===== src/rtl/interp2_lin_if.sv =====
// Stream bundle for interp2_lin: upstream sample handshake, downstream sample
// handshake and the bypass control.
interface interp2_lin_if;
  logic       bypass;
  logic       in_valid;
  logic       in_ready;
  logic [7:0] din;
  logic       out_valid;
  logic       out_ready;
  logic [7:0] dout;

  modport master (
    output bypass, in_valid, din, out_ready,
    input  in_ready, out_valid, dout
  );

  modport slave (
    input  bypass, in_valid, din, out_ready,
    output in_ready, out_valid, dout
  );
endinterface


===== src/rtl/interp2_lin.sv =====
// 2x linear-interpolating upsampler: each input x[n] yields mid(x[n-1],x[n]) then x[n].
// Define INTERP_ROUND_EN to round the midpoint half up instead of truncating.
module interp2_lin (
  input  logic          clk,
  input  logic          rst_n,
  interp2_lin_if.slave  io
);

`ifdef INTERP_ROUND_EN
  localparam logic [8:0] RoundAdd = 9'd1;
`else
  localparam logic [8:0] RoundAdd = 9'd0;
`endif

  typedef enum logic [1:0] {IDLE, MID, CUR} state_t;

  state_t     state_q, state_d;
  logic [7:0] prev_q, prev_d;
  logic [7:0] cur_q, cur_d;
  logic [7:0] dout_q, dout_d;
  logic       out_valid_q, out_valid_d;
  logic       in_ready_c;
  logic       load_en;
  logic [7:0] load_base;

  // 9-bit sum keeps 255+255(+1) from wrapping before the shift.
  function automatic logic [7:0] mid_of(input logic [7:0] a, input logic [7:0] b);
    logic [8:0] s;
    s = {1'b0, a} + {1'b0, b} + RoundAdd;
    return s[8:1];
  endfunction

  always_ff @(posedge clk or negedge rst_n) begin
    if (!rst_n) begin
      state_q     <= IDLE;
      prev_q      <= 8'd0;
      cur_q       <= 8'd0;
      dout_q      <= 8'd0;
      out_valid_q <= 1'b0;
    end else begin
      state_q     <= state_d;
      prev_q      <= prev_d;
      cur_q       <= cur_d;
      dout_q      <= dout_d;
      out_valid_q <= out_valid_d;
    end
  end

  always_comb begin
    state_d     = state_q;
    prev_d      = prev_q;
    cur_d       = cur_q;
    dout_d      = dout_q;
    out_valid_d = out_valid_q;
    in_ready_c  = 1'b0;
    load_en     = 1'b0;
    load_base   = prev_q;

    unique case (state_q)
      IDLE: begin
        in_ready_c = 1'b1;
        load_en    = io.in_valid;
      end
      MID: begin
        if (io.out_ready) begin
          dout_d  = cur_q;
          state_d = CUR;
        end
      end
      CUR: begin
        in_ready_c = io.out_ready;
        if (io.out_ready) begin
          prev_d = cur_q;
          // Back-to-back: the sample just emitted is the left endpoint.
          if (io.in_valid) begin
            load_en   = 1'b1;
            load_base = cur_q;
          end else begin
            out_valid_d = 1'b0;
            state_d     = IDLE;
          end
        end
      end
      default: begin
        out_valid_d = 1'b0;
        state_d     = IDLE;
      end
    endcase

    if (load_en) begin
      cur_d       = io.din;
      out_valid_d = 1'b1;
      if (io.bypass) begin
        dout_d  = io.din;
        state_d = CUR;
      end else begin
        dout_d  = mid_of(load_base, io.din);
        state_d = MID;
      end
    end
  end

  assign io.in_ready  = in_ready_c;
  assign io.out_valid = out_valid_q;
  assign io.dout      = dout_q;

endmodule


===== src/flat_wrapper.sv =====
// flat-port wrapper written by rule: the top's interface ports become plain ports
module interp2_lin_flat 
  (clk, rst_n, io_bypass, io_in_valid, io_din, io_out_ready, io_in_ready, io_out_valid, io_dout);
  interp2_lin_if io_i ();
  input  logic clk;
  input  logic rst_n;
  input wire logic [$bits(io_i.bypass)-1:0] io_bypass;
  input wire logic [$bits(io_i.in_valid)-1:0] io_in_valid;
  input wire logic [$bits(io_i.din)-1:0] io_din;
  input wire logic [$bits(io_i.out_ready)-1:0] io_out_ready;
  output wire logic [$bits(io_i.in_ready)-1:0] io_in_ready;
  output wire logic [$bits(io_i.out_valid)-1:0] io_out_valid;
  output wire logic [$bits(io_i.dout)-1:0] io_dout;
  assign io_i.bypass = io_bypass;
  assign io_i.in_valid = io_in_valid;
  assign io_i.din = io_din;
  assign io_i.out_ready = io_out_ready;
  assign io_in_ready = io_i.in_ready;
  assign io_out_valid = io_i.out_valid;
  assign io_dout = io_i.dout;
  interp2_lin u_core (.clk(clk), .rst_n(rst_n), .io(io_i));
endmodule

===== config.mk =====
export PLATFORM = sky130hd
export DESIGN_NAME = interp2_lin_flat
export DESIGN_NICKNAME = d
export VERILOG_FILES = /design/src/rtl/interp2_lin_if.sv /design/src/rtl/interp2_lin.sv /design/src/flat_wrapper.sv
export SDC_FILE = /design/constraint.sdc
export NUM_CORES = 1
export LEC_CHECK = 0
export CAP_MARGIN = 20
export CORE_ASPECT_RATIO = 0.75
export CORE_MARGIN = 2
export CORE_UTILIZATION = 58
export CTS_CLUSTER_SIZE = 16
export DETAILED_ROUTE_END_ITERATION = 12
export HOLD_SLACK_MARGIN = 0.06
export PLACE_DENSITY = 0.84
export SLEW_MARGIN = 30
export SYNTH_ARGS = -nofsm -noshare
export SYNTH_HDL_FRONTEND = slang
export SYNTH_SLANG_ARGS = --single-unit

===== constraint.sdc =====
create_clock -name clk -period 4.05 [get_ports clk]
set_input_delay 0.81 -clock clk [delete_from_list [all_inputs] [get_ports clk]]
set_output_delay 0.81 -clock clk [all_outputs]
set_load 0.02 [all_outputs]

==> impl_metrics.env <==
export IMPL_ys_seq_elements=27
export IMPL_ys_flop_type="dfrtp_1"
export IMPL_routedWlPerCell_um=15.9
export IMPL_yosysSeqAreaShare=0.403
export IMPL_initialDrtViolationCount=125
export IMPL_synth_yosys_warnings=0
export IMPL_antenna_left=0
export IMPL_min_period_ns=3.38
export IMPL_synth_top_area_cell="dfrtp_1"
export IMPL_die_h_um=50.6
export IMPL_final_layout_size_suffix_gt1_frac=0.156
export IMPL_cts_sinks=27
export IMPL_ir_worst_vdd_uv=323
export IMPL_timing_setup_tns_ns=0
export IMPL_dr_pass1_iters=4
export IMPL_critPathKind="input port to register"
export IMPL_grt_pass1_vias=1318
export IMPL_place_area_mm2=0.00192
export IMPL_grt_max_degree=28
export IMPL_syn_avg_cell_area_um2=9.87
export IMPL_start_util=0.625
export IMPL_synth_edf_count=0
export IMPL_ctsResizeCount=0
export IMPL_max_freq_mhz=296
export IMPL_crit_arrival_ns=3.55
export IMPL_drc=0
export IMPL_busiest_layer="met2"
export IMPL_post_place_ws_ns=0.412
export IMPL_ys_top_cells_by_area="dfrtp_1 40%, mux2_2 12%, nand2_1 5.4%"
export IMPL_die_x_um=66.1
export IMPL_ctsRootBufferMaster="clkbuf_8"
export IMPL_nFillCells=204
export IMPL_met1_usage=0.347
export IMPL_met2_usage=0.388
export IMPL_postCtsHoldBufs=0
export IMPL_worstPathCellList="clkdlybuf4s50_1 -> nand4b_4 -> mux2_2 -> ha_1 -> and4_1 -> nor2b_1 -> a2111oi_2 -> xor2_1 -> a221oi_1"
export IMPL_synth_top_cell_area_share=0.403
export IMPL_crit_path_top_delay_cell="clkdlybuf4s50_1"
export IMPL_clkSlewWorstSetupHoldPaths_ns=0.09
export IMPL_max_stage_delay_ns=0.65
export IMPL_critPathCaptureType="register"
export IMPL_core_area_mm2=0.00268
export IMPL_cts_buffers=3
export IMPL_grt_first_pass_wirelength_mm=6.17
export IMPL_async_flop_share=1.00
export IMPL_required_ns=4.23
export IMPL_maxCapViolCount=0
export IMPL_place_hpwl_mm=2.68
export IMPL_dr_total_vias=1339
export IMPL_finalHoldViolCount=0
export IMPL_grtUsageTotal=0.248
export IMPL_antennaDiodeCount=0
export IMPL_synth_commonest_cells="27 x dfrtp_1, 24 x nand2_1, 18 x mux2_2"
export IMPL_num_io_pins=23
export IMPL_grt_use_met3=0.0538
export IMPL_powerDensity_mw_per_mm2=616
export IMPL_cts_tree="built"
export IMPL_hp_class="register to register"
export IMPL_via_per_inst=5.87
export IMPL_final_nets=214
export IMPL_areaGrowthSynthToFinish_pct=17.4
export IMPL_drv_slew=0
export IMPL_h_tree_depth=1
export IMPL_clock_path_buffers=2
export IMPL_leakagePower_nw=0.856
export IMPL_place_congestion=0.910
export IMPL_worst_slack_ns=0.672
export IMPL_crit_fanout=9
export IMPL_finalSetupViolCount=0
export IMPL_fin_skew_ns=0.00365
export IMPL_syn_cell_area_mm2=0.00168
export IMPL_start_kind="input port"
export IMPL_io_buffers=22
export IMPL_rows=16
export IMPL_dieArea_mm2=0.00334
export IMPL_yosysUniqueCellTypes=40
export IMPL_worstMarginPinSlew_ns=0.837
export IMPL_synth_most_common_cell="dfrtp_1"
export IMPL_antenna_found_initial=0
export IMPL_post_cts_buffers=0
export IMPL_status="complete, no violations"
export IMPL_clk_latency_ns=0.27
export IMPL_grt_overflow=0
export IMPL_syn_inst=170
export IMPL_rsz0062_at_grt="false"
export IMPL_worst_slew_margin_rel=0.438
export IMPL_final_area_mm2=0.00197
export IMPL_drt_total_wl_mm=3.62
export IMPL_post_route_period_util=0.834
export IMPL_syn_num_nets=191
through the flow:
| stage | power (mW) | hold WS [ns] | instances | utilization |
|---|---|---|---|---|
| final | 1.21 | 0.511 | 228 | 0.734 |
| after global routing | 1.30 | 0.528 | 228 | 0.734 |
| after CTS | 1.21 | 0.513 | 228 | 0.734 |
| after detailed placement | 1.06 | 0.492 | 224 | 0.717 |
| after global placement | 1.04 | 0.487 | 224 | 0.717 |
| after floorplan | 0.858 | 0.474 | 170 | - |
final cells by class:
class	count	area (um^2)	area share
Tap cell	36	45.0	0.0229
Clock buffer	4	45.0	0.0229
Inverter	4	15.0	0.00762
Multi-Input combinational cell	132	946	0.480
Sequential cell	27	676	0.343
Timing Repair Buffer	25	243	0.123
critical path, delay by kind of cell:
family	cells	cell delay, ns
AO/OA/AOI/OAI	2	0.66
multiplexers	1	0.34
XOR/XNOR	1	0.11
buffers and inverters	1	0.65
AND/OR/NAND/NOR	3	0.66
adder cells (fa/ha/maj)	1	0.33
path summary, 6_finish.rpt:
path	from	end	slack [ns]	cells past startpoint
setup / recovery	io_out_ready	u_core.io.dout[6]	0.67	9
hold / removal	u_core.prev_q[2]	u_core.prev_q[2]	0.51	1
setup reg to reg	u_core.state_q[0]	u_core.io.dout[6]	1.26	8
hold reg to reg	u_core.prev_q[2]	u_core.prev_q[2]	0.51	1
max in group asynchronous	rst_n	u_core.prev_q[2]	2.89	2
min in group asynchronous	rst_n	u_core.state_q[1]	0.90	2
sequential cells by signal, indices dropped and copies added, names as in the netlist:
signal / count
u_core.cur_q: 8
u_core.io.dout: 8
u_core.prev_q: 8
u_core.state_q: 2
u_core.io.out_valid: 1
cells by family after synthesis:
| kind of cell | synth area share |
|---|---|
| AOI/OAI and AO/OA | 0.132 |
| and+or+nand+nor | 0.207 |
| DFF | 0.403 |
| buffers and inverters | 0.0336 |
| adders and majority gates | 0.0641 |
| xor gates and xnor gates | 0.0157 |
| muxes | 0.145 |
routing by layer:
| metal | vias to the layer above | wire (um) |
|---|---|---|
| met2 | 33 | 1710 |
| met5 | - | 0 |
| li1 | 659 | - |
| met4 | 0 | 29 |
| met1 | 642 | 1730 |
| met3 | 5 | 160 |
power by group:
part	internal (mW)	total (mW)	switching, mW
Sequential	0.370	0.434	0.0634
Combinational	0.307	0.626	0.319
Clock	0.0705	0.153	0.0820
cell usage in the layout (no fill, tap or decap), drive strengths merged, types with 6 or more instances in the layout:
master / count
a21oi: 10
clkdlybuf4s50: 22
dfrtp: 27
ha: 7
mux2: 18
nand2: 24
nand2b: 6
nor2: 9
o21ai: 8
Power figures use the tool's default switching activity.
